$ cat src/rtl/rx_frame_ctrl_pkg.sv
// Shared types and constants for the UART receive path.
package rx_pkg;

  typedef enum logic [2:0] {
    IDLE   = 3'd0,
    START  = 3'd1,
    DATA   = 3'd2,
    PARITY = 3'd3,
    STOP   = 3'd4
  } rx_state_e;

  localparam logic PAR_EVEN = 1'b0;
  localparam logic PAR_ODD  = 1'b1;

  localparam int PRESCALE_8  = 8;
  localparam int PRESCALE_16 = 16;
  localparam int PRESCALE_32 = 32;

endpackage

$ cat src/rtl/rx_edge_bit_counter.sv
// Oversampling edge counter and bit counter; both clear whenever disabled.
module rx_edge_bit_counter
  import rx_pkg::*;
#(
  parameter int PRESCALE_WIDTH = 6,
  parameter int EDGE_CNT_WIDTH = 6,
  parameter int BIT_CNT_WIDTH  = 4
) (
  input  logic                      CLK,
  input  logic                      RST,
  input  logic                      i_en,
  input  logic [PRESCALE_WIDTH-1:0] i_prescale,
  output logic [EDGE_CNT_WIDTH-1:0] o_edge_cnt,
  output logic [BIT_CNT_WIDTH-1:0]  o_bit_cnt,
  output logic                      o_bit_end
);

  logic [EDGE_CNT_WIDTH-1:0] r_edge_cnt;
  logic [BIT_CNT_WIDTH-1:0]  r_bit_cnt;
  logic [EDGE_CNT_WIDTH-1:0] w_last;
  logic                      w_bit_end;

  assign w_last    = EDGE_CNT_WIDTH'(i_prescale - 1'b1);
  assign w_bit_end = i_en && (r_edge_cnt == w_last);

  always_ff @(posedge CLK or negedge RST) begin
    if (!RST) begin
      r_edge_cnt <= '0;
      r_bit_cnt  <= '0;
    end else if (!i_en) begin
      r_edge_cnt <= '0;
      r_bit_cnt  <= '0;
    end else if (w_bit_end) begin
      r_edge_cnt <= '0;
      r_bit_cnt  <= r_bit_cnt + 1'b1;
    end else begin
      r_edge_cnt <= r_edge_cnt + 1'b1;
    end
  end

  assign o_edge_cnt = r_edge_cnt;
  assign o_bit_cnt  = r_bit_cnt;
  assign o_bit_end  = w_bit_end;

endmodule

$ cat src/rtl/rx_frame_ctrl.sv
// UART receive frame controller: start detect, bit collection, parity/stop checks.
module rx_frame_ctrl
  import rx_pkg::*;
#(
  parameter int PRESCALE_WIDTH = 6,
  parameter int EDGE_CNT_WIDTH = 6,
  parameter int DATA_WIDTH     = 8
) (
  input  logic                      CLK,
  input  logic                      RST,
  input  logic                      RX_IN,
  input  logic                      PAR_EN,
  input  logic                      PAR_TYP,
  input  logic [PRESCALE_WIDTH-1:0] prescale,
  input  logic                      sampled_bit,
  output logic                      data_samp_en,
  output logic [EDGE_CNT_WIDTH-1:0] edge_cnt,
  output logic [DATA_WIDTH-1:0]     P_DATA,
  output logic                      data_valid,
  output logic                      par_err,
  output logic                      stp_err
);

  localparam int BIT_CNT_WIDTH = $clog2(DATA_WIDTH + 4);

  rx_state_e                 r_state;
  logic [PRESCALE_WIDTH-1:0] r_prescale;
  logic                      r_par_en;
  logic                      r_par_typ;
  logic                      r_par_bad;
  logic [DATA_WIDTH-1:0]     r_shift;
  logic [DATA_WIDTH-1:0]     r_p_data;
  logic                      r_samp_en;
  logic                      r_data_valid;
  logic                      r_par_err;
  logic                      r_stp_err;

  logic                      w_en;
  logic                      w_bit_end;
  logic [BIT_CNT_WIDTH-1:0]  w_bit_cnt;
  logic [EDGE_CNT_WIDTH-1:0] w_edge_cnt;

  function automatic logic exp_parity(input logic [DATA_WIDTH-1:0] d, input logic typ);
    return (typ == PAR_ODD) ? ~^d : ^d;
  endfunction

  assign w_en = (r_state != IDLE);

  rx_edge_bit_counter #(
    .PRESCALE_WIDTH (PRESCALE_WIDTH),
    .EDGE_CNT_WIDTH (EDGE_CNT_WIDTH),
    .BIT_CNT_WIDTH  (BIT_CNT_WIDTH)
  ) u_cnt (
    .CLK        (CLK),
    .RST        (RST),
    .i_en       (w_en),
    .i_prescale (r_prescale),
    .o_edge_cnt (w_edge_cnt),
    .o_bit_cnt  (w_bit_cnt),
    .o_bit_end  (w_bit_end)
  );

  // Strobes default low each cycle so they last exactly one cycle.
  always_ff @(posedge CLK or negedge RST) begin
    if (!RST) begin
      r_state      <= IDLE;
      r_prescale   <= '0;
      r_par_en     <= 1'b0;
      r_par_typ    <= 1'b0;
      r_par_bad    <= 1'b0;
      r_shift      <= '0;
      r_p_data     <= '0;
      r_samp_en    <= 1'b0;
      r_data_valid <= 1'b0;
      r_par_err    <= 1'b0;
      r_stp_err    <= 1'b0;
    end else begin
      r_data_valid <= 1'b0;
      r_par_err    <= 1'b0;
      r_stp_err    <= 1'b0;
      case (r_state)
        IDLE: begin
          r_par_bad <= 1'b0;
          if (!RX_IN) begin
            r_prescale <= prescale;
            r_par_en   <= PAR_EN;
            r_par_typ  <= PAR_TYP;
            r_samp_en  <= 1'b1;
            r_state    <= START;
          end
        end
        START: begin
          if (w_bit_end) begin
            if (sampled_bit) begin
              r_samp_en <= 1'b0;
              r_state   <= IDLE;
            end else begin
              r_state <= DATA;
            end
          end
        end
        DATA: begin
          if (w_bit_end) begin
            r_shift <= {sampled_bit, r_shift[DATA_WIDTH-1:1]};
            if (w_bit_cnt == BIT_CNT_WIDTH'(DATA_WIDTH))
              r_state <= r_par_en ? PARITY : STOP;
          end
        end
        PARITY: begin
          if (w_bit_end) begin
            r_par_bad <= (sampled_bit != exp_parity(r_shift, r_par_typ));
            r_state   <= STOP;
          end
        end
        STOP: begin
          if (w_bit_end) begin
            if (!r_par_bad && sampled_bit) begin
              r_data_valid <= 1'b1;
              r_p_data     <= r_shift;
            end
            r_par_err <= r_par_bad;
            r_stp_err <= !sampled_bit;
            r_samp_en <= 1'b0;
            r_state   <= IDLE;
          end
        end
        default: begin
          r_samp_en <= 1'b0;
          r_state   <= IDLE;
        end
      endcase
    end
  end

  assign data_samp_en = r_samp_en;
  assign edge_cnt     = w_edge_cnt;
  assign P_DATA       = r_p_data;
  assign data_valid   = r_data_valid;
  assign par_err      = r_par_err;
  assign stp_err      = r_stp_err;

endmodule

$ cat config.mk
export PLATFORM = sky130hd
export DESIGN_NAME = rx_frame_ctrl
export DESIGN_NICKNAME = d
export VERILOG_FILES = /design/src/rtl/rx_frame_ctrl_pkg.sv /design/src/rtl/rx_edge_bit_counter.sv /design/src/rtl/rx_frame_ctrl.sv
export SDC_FILE = /design/constraint.sdc
export NUM_CORES = 1
export LEC_CHECK = 0
export ABC_CLOCK_PERIOD_IN_PS = 2200
export BUFFER_PORTS_ARGS = -buffer_cell sky130_fd_sc_hd__clkbuf_2
export CAP_MARGIN = 20
export CORE_ASPECT_RATIO = 0.7
export CORE_UTILIZATION = 53
export CTS_BUF_LIST = sky130_fd_sc_hd__clkbuf_8
export DETAILED_ROUTE_END_ITERATION = 16
export GPL_ROUTABILITY_DRIVEN = 0
export GPL_TIMING_DRIVEN = 0
export PLACE_DENSITY = 0.84
export SYNTH_ARGS = -nofsm -noshare
export SYNTH_HDL_FRONTEND = slang
export SYNTH_SLANG_ARGS = --single-unit
$ cat constraint.sdc
create_clock -name CLK -period 2.2 [get_ports CLK]
set_input_delay 0.11 -clock CLK [delete_from_list [all_inputs] [get_ports CLK]]
set_output_delay 0.11 -clock CLK [all_outputs]
set_load 0.02 [all_outputs]
Word-level counts from Yosys, hierarchy flattened
Cells that the tools add are included.
{"block": "classes", "eq_ne": 15, "n_addsub": 3, "bitwise": 2, "mux": 28, "n_reduce_logical": 16}
{"op": "$mux W3", "count": 7}
{"op": "$pmux W3 S5", "count": 1}
{"op": "$mux W1", "count": 13}
{"op": "$mux W6", "count": 2}
{"op": "$mux W4", "count": 2}
{"op": "$ne A2 B1 Y1 const B", "count": 4}
{"op": "$ne A2 B2 Y1 const B", "count": 4}
{"op": "$reduce_xnor A8 Y1", "count": 1}
{"op": "$reduce_xor A8 Y1", "count": 1}
{"op": "$add A6 B1 Y6 const B", "count": 1}
{"op": "$eq A3 B2 Y1 const B", "count": 2}
{"op": "$eq A6 B6 Y1", "count": 1}
{"op": "$reduce_and A2 Y1", "count": 3}
{"op": "$reduce_and A6 Y1", "count": 1}
{"op": "$sub A6 B1 Y6 const B", "count": 1}
{"op": "$reduce_and A5 Y1", "count": 1}
{"op": "$add A4 B1 Y4 const B", "count": 1}
{"op": "$eq A4 B4 Y1 const B", "count": 1}
{"op": "$pmux W1 S4", "count": 1}
{"op": "$eq A3 B1 Y1 const B", "count": 1}
{"op": "$eq A3 B3 Y1 const B", "count": 1}
{"op": "$logic_not A3 Y1", "count": 1}
{"op": "$reduce_and A3 Y1", "count": 1}
{"op": "$reduce_bool A3 Y1", "count": 1}
{"op": "8 further kinds", "count": 11}
{"block": "word_totals", "regBits": 42, "out_inout_bits": 18}

Longest topological paths before layout
Gate-level depths: netlist of the first run.
{"block": "depth", "word_depth": 5, "depth_mapped": 8, "depth_no_buf": 7}

Cells and area by module
From an unflattened synthesis of the first run, not the netlist that was laid out.
{"block": "hier_totals", "hier_cells": 171, "hier_area_um2": 2118.3}
{"mod": "rx_frame_ctrl", "area_per_inst_um2": 1475.2, "cells_per_inst": 103, "instances": 1}
{"mod": "rx_edge_bit_counter", "area_per_inst_um2": 643.1, "cells_per_inst": 68, "instances": 1}

Worst setup path after synthesis of the first run
Ideal clock, no wire load.
{"block": "synth_timing", "path_type": "reg-to-reg", "startpoint": "register r_prescale[0]", "endpoint": "register r_samp_en (netlist: data_samp_en)", "path_stages_with_launch": 9, "arrival_time_ns": 2.000, "setup_slack_ns": 0.073, "setup_time_ns": 0.127, "required_time_ns": 2.073, "cell_sequence": "dfrtp_1 -> inv_1 -> ha_1 -> nor2b_1 -> or3_1 -> a31oi_1 -> buf_4 -> nand2_1 -> a311o_2"}
{"block": "synth_via", "elab_chain_len": 5}
{"item": "start, declared", "line_no": "rx_frame_ctrl.sv:27", "text": "logic [PRESCALE_WIDTH-1:0] r_prescale;"}
{"item": "start signal, assigned", "line_no": "rx_frame_ctrl.sv:85", "text": "r_prescale <= prescale;"}
{"item": "$sub A6 B1 Y6 (*)", "line_no": "rx_edge_bit_counter.sv:23", "text": "assign w_last = EDGE_CNT_WIDTH'(i_prescale - 1'b1);"}
{"item": "$eq A6 B6 Y1 (*)", "line_no": "rx_edge_bit_counter.sv:24", "text": "assign w_bit_end = i_en && (r_edge_cnt == w_last);"}
{"item": "$logic_and A1 B1 Y1 (*)", "line_no": "rx_edge_bit_counter.sv:24"}
{"item": "$ne A2 B1 Y1 (no source line)"}
{"item": "$reduce_and A5 Y1 (no source line) (*)"}
{"item": "end signal, assigned", "line_no": "rx_frame_ctrl.sv:73", "text": "r_samp_en <= 1'b0;"}
{"item": "end signal, assigned", "line_no": "rx_frame_ctrl.sv:88", "text": "r_samp_en <= 1'b1;"}
{"item": "end signal, assigned", "line_no": "rx_frame_ctrl.sv:95", "text": "r_samp_en <= 1'b0;"}
{"item": "end, declared", "line_no": "rx_frame_ctrl.sv:33", "text": "logic r_samp_en;"}
Every way passes the cells marked *; elsewhere a longest branch is shown, timed or not.
A chain may end at the register's enable or synchronous reset.

Worst setup path in the final report of the first run
{"block": "layout_timing", "startpoint": "register r_prescale[2]", "endpoint": "register r_p_data[0] (netlist: P_DATA[0])"}
{"block": "layout_via", "elab_chain_len": 4}
{"item": "$sub A6 B1 Y6", "line_no": "rx_edge_bit_counter.sv:23"}
{"item": "$eq A6 B6 Y1", "line_no": "rx_edge_bit_counter.sv:24"}
{"item": "$logic_and A1 B1 Y1", "line_no": "rx_edge_bit_counter.sv:24"}
{"item": "$reduce_and A3 Y1 (no source line)"}
{"item": "end signal, assigned", "line_no": "rx_frame_ctrl.sv:119", "text": "r_p_data <= r_shift;"}
{"item": "end, declared", "line_no": "rx_frame_ctrl.sv:32", "text": "logic [DATA_WIDTH-1:0] r_p_data;"}
No other way between the ends.

==> flow_summary.toml, run 1 <==
[status]
status = "finished with violations"
violations = "setup timing"

[clock_tree]
cts-buffers-inserted = 5
clk_pin_slew_ns = 0.08
ctsRootBufferMaster = "clkbuf_8"
worstSkewPairLatency_ns = 0.29
cts_tree = "built"
cts.htree.levels = 2
clockBufferDepth = 2
numClockSinks = 42

[placement]
port_buffers = 29
place_area_sq_um = 2310
hpwlAfterDp_um = 2880

[sta]
fin_worst_skew_ns = 0.00520
setup_viol_count_final = 7
period_needed_ns = 2.23
slew_viol_final = 0
final_hold_viol_count = 0
tightest_slew_ns = 0.731
clock.fmax_mhz = 449
fin_crit_sh = 1.01
rsz0062_at_grt = "yes"
relSlewSlack = 0.509
whs_ns = 0.0194
setup_ws_ns = -0.0292
tns_ns = -0.175

[worst_setup_path]
crit_path_max_incr_delay_ns = 0.56
end_kind = "flip-flop"
crit_path_cell_trace = "or4_4 -> o21a_1 -> o2111a_2 -> buf_6 -> nand4_4 -> mux2_2"
worstPathRequired_ns = 2.38
worst_ep_arrival_time_ns = 2.41
cp_max_fo = 8
cp-start-kind = "flip-flop"
crit_type = "reg -> reg"
cp_slowest_cell = "or4_4"

[yosys]
synth.avg_cell_area_sq_um = 11.6
ys_top_cells_by_area = "dfrtp_1 50%, mux2_2 12%, xnor2_1 4.2%"
syn_inst = 182
synthDistinctLibCells = 40
synth-edff-count = 0
seq_area_frac_synth = 0.499
synth_warnings = 0
yosys_most_used_dff = "dfrtp_1"
synth_nets = 198
ys_ff_latch = 42
synth_top_area_frac = 0.499
synthArstFlopShare = 1.00
yosysTopAreaCell = "dfrtp_1"
syn_area_sq_um = 2100

[global_route]
grt_pass1_wl_um = 6840
gr-total-overflow = 0
grt_antenna_before_repair = 0
grtUsageTotal = 0.219
grt_max_degree = 43
first_global_vias = 1378

[route]
vias_per_cell = 5.71
wl_per_cell_um = 15.6
drt-total-wl_um = 4320
postRouteAntennaNets = 0
drc = 0
via_count = 1583
first_iter_violations = 109
first_pass_iters = 4

[cells_and_area]
n_antenna_cell = 0
layout-drive-gt1-share = 0.379
area_growth_pct = 21.0
nFillCells = 278
nets = 242
final_area_sq_um = 2550

[pwr]
leakagePower_uw = 0.00124
cellPowerDensity_nw_per_um2 = 1260
vdd_drop_max_mv = 0.830

[worst_hold_path]
hold_class = "in -> reg"

[floorplan]
core_area_sq_um = 3650
die_area_sq_um = 4230
chipHeight_um = 54.7
fp.dieW_um = 77.3
rows = 18
start_util = 0.577
ios = 30

[run]
maxCapViolCount = 0
through the flow:
| stage | worst slack [ns] | power [uW] | utilization | cells |
|---|---|---|---|---|
| 2_1_floorplan | 0.0729 | 2040 | - | 182 |
| 4_1_cts | 0.0117 | 3060 | 0.676 | 273 |
| 3_5_place_dp | -0.113 | 2340 | 0.634 | 261 |
| 5_1_grt | -0.0629 | 3400 | 0.698 | 277 |
| 6_report | -0.0292 | 3200 | 0.698 | 277 |
| 3_3_place_gp | -0.0894 | 2300 | 0.634 | 261 |
repair_timing:
item                                    CTS  global route
hold endpoints to repair                  0            42
pin swaps                                 2             5
endpoints found under the setup margin   17            28
buffers inserted                          4             2
hold buffers                              0             1
resized for setup                         4             6
cloned                                    0             0
placed cells by master (no fill, tap or decap), drive strengths merged, types with 2 or more instances in the layout:
cell,count
buf,10
ha,4
or3,2
nand4,2
o21a,2
inv,6
a31o,3
nand3,6
xnor2,10
clkinv,2
o21ai,7
clkbuf,37
nor2,10
nand2,7
mux2,22
xor2,7
a31oi,4
a21oi,5
mux2i,3
nor2b,3
nand2b,3
and3,4
dfrtp,42
nor3,12
sequential cells by signal, indices dropped and copies added (netlist names):
register	flops
P_DATA	8
data_samp_en	1
data_valid	1
par_err	1
r_par_bad	1
r_par_en	1
r_par_typ	1
r_prescale	6
r_shift	8
r_state	3
stp_err	1
u_cnt.o_bit_cnt	4
u_cnt.o_edge_cnt	6
where the power goes:
part           internal (uW)  total [uW]  switching, uW  leakage (uW)
sequential               937        1120            184      0.000553
clock                    334         602            268     0.0000579
combinational            673        1480            802      0.000631
cells in the mapped netlist (5+ instances only):
cell type,number
o21ai_0,7
xor2_1,7
a21oi_1,5
inv_1,6
nor2_1,9
nand3_1,6
nor3_1,11
xnor2_1,10
dfrtp_1,42
mux2_2,22
nand2_1,7
worst max-delay path: cells and delay by family, from the launching register on:
kind	cells	cell delay [ns]
compound gates	2	0.50
flops	1	0.40
simple gates	2	0.72
buf+inv	1	0.14
mux	1	0.35
worst paths after layout:
path / start / slack (ns) / endpoint / cells after the start
max: r_prescale[2] / -0.03 / P_DATA[0] / 6
min: prescale[1] / 0.02 / r_prescale[1] / 3
max reg2reg: r_prescale[2] / -0.03 / P_DATA[0] / 6
min reg2reg: P_DATA[2] / 0.51 / P_DATA[2] / 1
max in group asynchronous: RST / 1.63 / stp_err / 3
min in group asynchronous: RST / 0.15 / u_cnt.o_bit_cnt[3] / 2
per-layer routing:
layer	track usage	vias up	routed length, um
met2	0.335	49	1950
met1	0.315	793	2170
met3	0.0550	2	199
met5	0	-	0
li1	-	739	-
met4	0.0566	0	12
cell families after synthesis:
logic type,after synthesis,synth area share
fa+ha+maj,4,0.0238
simple gates,54,0.149
flops,42,0.499
mux,25,0.132
xor+xnor,18,0.0814
buf+inv,12,0.0273
compound gates,27,0.0874
final cells by class:
class | instances | area (sq um) | share of cell area
repair buffers | 37 | 220 | 0.0865
clock inverters | 3 | 40.0 | 0.0157
well taps | 50 | 62.6 | 0.0246
multi-input cells | 128 | 1040 | 0.409
clock buffers | 5 | 68.8 | 0.0270
inverters | 6 | 22.5 | 0.00885
plain buffers | 6 | 38.8 | 0.0152
flip-flops and latches | 42 | 1050 | 0.413
No activity file was read; power rests on OpenSTA's default activity.
==> inputs of run 2 (changes only) <==
PLACE_DENSITY = 0.74   (was 0.84)
==> flow_summary.toml, run 2 (same netlist as run 1, synthesis figures left out) <==
[status]
status = "finished with violations"
violations = "setup timing"

[route]
drt-met1-wl_um = 2050
via_count = 1554
wl_per_cell_um = 15.1
vias_per_cell = 5.59
wl_met2_um = 1920
first_pass_iters = 4
routed.top_layer = "met4"
drc = 0
postRouteAntennaNets = 0
drt-total-wl_um = 4210
wl_met3_um = 192
first_iter_violations = 117

[cells_and_area]
layout_commonest_cell = "dfrtp_1"
n_antenna_cell = 0
layout-drive-gt1-share = 0.368
nets = 243
nFillCells = 273
layout_common_cells = "41 x dfrtp_1, 29 x clkbuf_2, 21 x mux2_2"
area_growth_pct = 21.3

[floorplan]
rows = 18
chipHeight_um = 54.7
core_area_sq_um = 3650
die_area_sq_um = 4230
ios = 30
fp.dieW_um = 77.3
start_util = 0.577

[sta]
setup_ws_ns = -0.0133
rsz0062_at_grt = "yes"
period_needed_ns = 2.21
fin_worst_skew_ns = 0.00594
final_hold_viol_count = 0
relSlewSlack = 0.463
tightest_slew_ns = 0.799
fin_crit_sh = 1.01
whs_ns = 0.0316
slew_viol_final = 0
setup_viol_count_final = 7
clock.fmax_mhz = 452

[worst_setup_path]
worstPathRequired_ns = 2.39
cp-start-kind = "flip-flop"
cp_max_fo = 10
worst_ep_arrival_time_ns = 2.40
crit_type = "reg -> reg"
end_kind = "flip-flop"

[pwr]
cellPowerDensity_nw_per_um2 = 1260
vdd_drop_max_mv = 0.675
p_total_uw = 3220
leakagePower_uw = 0.00124

[placement]
hpwlAfterDp_um = 3000
port_buffers = 29

[clock_tree]
clk_pin_slew_ns = 0.08
ctsRootBufferMaster = "clkbuf_8"
cts.htree.levels = 2
numClockSinks = 42
worstSkewPairLatency_ns = 0.30
cts-buffers-inserted = 5
clockBufferDepth = 2
cts_tree = "built"

[worst_hold_path]
hold_class = "in -> reg"

[global_route]
first_global_vias = 1413
grt_max_degree = 43
grt_pass1_wl_um = 6750
grtUsageTotal = 0.217
gr-total-overflow = 0
grt_antenna_before_repair = 0

[run]
maxCapViolCount = 0
## run 2: per-stage QoR
step | TNS, ns | cells | worst slack, ns | util | cell area [sq um]
after global placement | -0.885 | 261 | -0.119 | 0.634 | 2310
after detailed placement | -1.72 | 261 | -0.146 | 0.634 | 2310
after CTS | 0 | 270 | 0.00238 | 0.671 | 2450
final | -0.0434 | 278 | -0.0133 | 0.700 | 2550
after global routing | -0.637 | 278 | -0.0629 | 0.700 | 2550
after floorplan | 0 | 182 | 0.0729 | - | 2100
## run 2: per-layer routing
metal | vias up | global-route usage
li1 | 738 | -
met1 | 764 | 0.300
met2 | 45 | 0.330
met3 | 7 | 0.0467
met4 | 0 | 0.104
met5 | - | 0
## run 2: power by group
group          total, uW  leakage (uW)  internal (uW)  switching [uW]
Clock                596     0.0000556            334             262
Sequential          1120      0.000552            940             182
Combinational       1500      0.000630            707             796
## run 2: layout make-up
class | instances | area, sq um | share of cell area
Timing Repair Buffer | 38 | 231 | 0.0906
Sequential cell | 42 | 1050 | 0.412
Tap cell | 50 | 62.6 | 0.0245
Multi-Input combinational cell | 128 | 1040 | 0.406
Buffer | 6 | 38.8 | 0.0152
Inverter | 6 | 22.5 | 0.00882
Clock buffer | 5 | 68.8 | 0.0269
Clock inverter | 3 | 41.3 | 0.0162
## run 2: worst max-delay path: stages, from the launching register on
cell	delay, ns
dfrtp_1	0.40
or4_4	0.55
o21a_1	0.20
o2111a_2	0.29
buf_6	0.15
nand4_4	0.15
mux2_2	0.36
## run 2: final timing paths
check,start,to,slack [ns],cells past startpoint
worst max-delay path,r_prescale[0],P_DATA[3],-0.01,6
worst min register to register,P_DATA[2],P_DATA[2],0.51,1
max in group asynchronous,RST,r_prescale[1],1.46,3
min in group asynchronous,RST,u_cnt.o_bit_cnt[1],0.26,2
worst max register to register,r_prescale[0],P_DATA[3],-0.01,6
worst min-delay path,prescale[0],r_prescale[0],0.03,3
## run 2: what timing repair did
action                     in CTS  in global routing
setup buffers                   1                  6
resized for setup               4                  7
setup endpoints to repair      17                 27
hold endpoints to repair        0                 13
hold buffers                    0                  1
pin swaps                       1                  4
==> inputs of run 3 (changes only) <==
ABC_AREA = 1   (was unset)
CORE_UTILIZATION = 54   (was 53)
==> flow_summary.toml, run 3 <==
[route]
first_pass_iters = 4
wl_per_cell_um = 12.9
drc = 0
drt-total-wl_um = 4650
via_count = 1821
postRouteAntennaNets = 0
first_iter_violations = 96
vias_per_cell = 5.06

[pwr]
leakagePower_uw = 0.00141
cellPowerDensity_nw_per_um2 = 1120
vdd_drop_max_mv = 0.634

[clock_tree]
clk_pin_slew_ns = 0.08
postCtsSetupBuffers = 0
cts-buffers-inserted = 5
ctsRootBufferMaster = "clkbuf_8"
worstSkewPairLatency_ns = 0.30
clockBufferDepth = 2
cts_tree = "built"
cts.htree.levels = 2
numClockSinks = 42

[worst_setup_path]
crit_type = "reg -> reg"
rr_startpoint = "r_prescale[0]"
crit_path_cell_trace = "inv_2 -> ha_1 -> inv_1 -> nand2_1 -> nand2_1 -> nor2_4 -> nand3_4 -> nor2_8 -> nand2_4 -> nand3_2 -> nand2_1 -> nand2_1 -> nand2_1"
worstSetupStartpoint = "r_prescale[0]"
cp_slowest_cell = "dfrtp_1"
crit_top_cell = "nand2_1"
rrSetupSlack_ns = 0.33
end_kind = "flip-flop"
cp_max_fo = 6
reg2reg_depth = 13
crit_path_max_incr_delay_ns = 0.39
reg2reg_to = "r_state[0]"
worstPathRequired_ns = 2.39
worst_ep_arrival_time_ns = 2.06
cp-start-kind = "flip-flop"
setup.worst_path.end = "r_state[0]"

[global_route]
first_global_vias = 1678
grt_antenna_before_repair = 0
grt_max_degree = 43
grtUsageTotal = 0.233
gr-total-overflow = 0
grt_pass1_wl_um = 7750

[yosys]
yosysMostFrequentCell = "nand2_1"
yosysTopAreaCell = "dfrtp_1"
synth_top_area_frac = 0.463
synth_nets = 285
synth_warnings = 0
yosys_most_used_dff = "dfrtp_1"
ys_ff_latch = 42
syn_inst = 269
synth-edff-count = 0
ys_top_cells_by_area = "dfrtp_1 46%, nand2_1 14%, nand3_1 4.2%"
synthDistinctLibCells = 31
syn_area_sq_um = 2270
seq_area_frac_synth = 0.463
synthArstFlopShare = 1.00
synth.avg_cell_area_sq_um = 8.44
synth_commonest_cells = "82 x nand2_1, 42 x dfrtp_1, 25 x nor2_1"

[floorplan]
start_util = 0.572
rows = 19
core_area_sq_um = 3970
ios = 30
die_area_sq_um = 4470
fp.dieW_um = 79.5
chipHeight_um = 56.3

[cells_and_area]
nets = 323
layout_commonest_cell = "nand2_1"
n_antenna_cell = 0
final_area_sq_um = 2630
layout-drive-gt1-share = 0.240
layout_common_cells = "82 x nand2_1, 42 x dfrtp_1, 29 x clkbuf_2"
area_growth_pct = 15.7

[sta]
rsz0062_at_grt = "no"
tns_ns = 0
relSlewSlack = 0.614
setup_viol_count_final = 0
tightest_slew_ns = 0.578
whs_ns = 0.0370
clock.fmax_mhz = 534
fin_worst_skew_ns = 0.00437
final_hold_viol_count = 0
slew_viol_final = 0
period_needed_ns = 1.87
fin_crit_sh = 0.852

[placement]
port_buffers = 29
place_area_sq_um = 2480
hpwlAfterDp_um = 3360

[run]
maxCapViolCount = 0

[status]
status = "finished clean"

[worst_hold_path]
hold_class = "in -> reg"
==> run 3: changes by cell type after synthesis, sizes merged, moves of 9 or more <==
cell   before  now
nor3       12    3
nor2       10   27
mux2       22    3
inv         6   31
nand3       6   23
nand2       7   90
==> run 3: logic make-up after synthesis <==
logic type	Yosys count	synth area share
AO/OA/AOI/OAI	24	0.0617
multiplexers	3	0.0149
adder cells (fa/ha/maj)	4	0.0220
flip-flops	42	0.463
AND/OR/NAND/NOR	148	0.318
buffers and inverters	35	0.0700
XOR/XNOR	13	0.0501
==> run 3: layout make-up <==
| type | count | area, sq um |
|---|---|---|
| buffer | 4 | 42.5 |
| clock buffer | 5 | 68.8 |
| clock inverter | 3 | 40.0 |
| fill | 344 | 1340 |
| inverter | 31 | 116 |
| multi-input combinational | 192 | 1060 |
| sequential | 42 | 1050 |
| tap | 52 | 65.1 |
| timing repair buffer | 31 | 183 |
==> run 3: what timing repair did <==
action                                 CTS  global route
setup endpoints to repair                0             0
hold buffers                             0             1
endpoints found under the hold margin    0            20
gates resized for setup                  0             0
==> run 3: worst max-delay path, delay by kind of cell (launching register included) <==
family | cells | cell delay (ns)
adders and majority gates | 1 | 0.31
buffers and inverters | 2 | 0.12
DFF | 1 | 0.39
and+or+nand+nor | 10 | 0.93
==> run 3: worst min-delay path by stage <==
| stage | startpoint | endpoint | slack [ns] | cells past startpoint |
|---|---|---|---|---|
| after floorplan | RST | P_DATA[0] | -0.19 | 0 |
| after global placement | RST | r_prescale[2] | 0.34 | 1 |
| after detailed placement | RST | r_prescale[2] | 0.35 | 1 |
| after CTS | RST | u_cnt.o_bit_cnt[1] | 0.03 | 1 |
| after global routing | PAR_EN | r_par_en | 0.03 | 2 |
| final | prescale[5] | r_prescale[5] | 0.04 | 2 |
==> run 3: metrics by stage <==
step,power (uW),utilization,worst slack [ns],instances
detailed placement,2320,0.625,0.340,350
floorplan,2050,-,0.533,269
global route,3170,0.662,0.187,360
finish,2950,0.662,0.327,360
global placement,2290,0.625,0.355,350
CTS,2940,0.652,0.330,358
==> run 3: layer usage <==
layer / part of all wire / global-route usage / vias up
li1: - / - / 927
met1: 0.53 / 0.369 / 849
met2: 0.40 / 0.304 / 40
met3: 0.052 / 0.0732 / 5
met4: 0.0086 / 0.0545 / 0
met5: 0 / 0 / -
==> run 3: where the power goes <==
part	total [uW]	switching (uW)	internal, uW
Combinational	1250	802	444
Clock	602	268	334
Sequential	1100	174	926
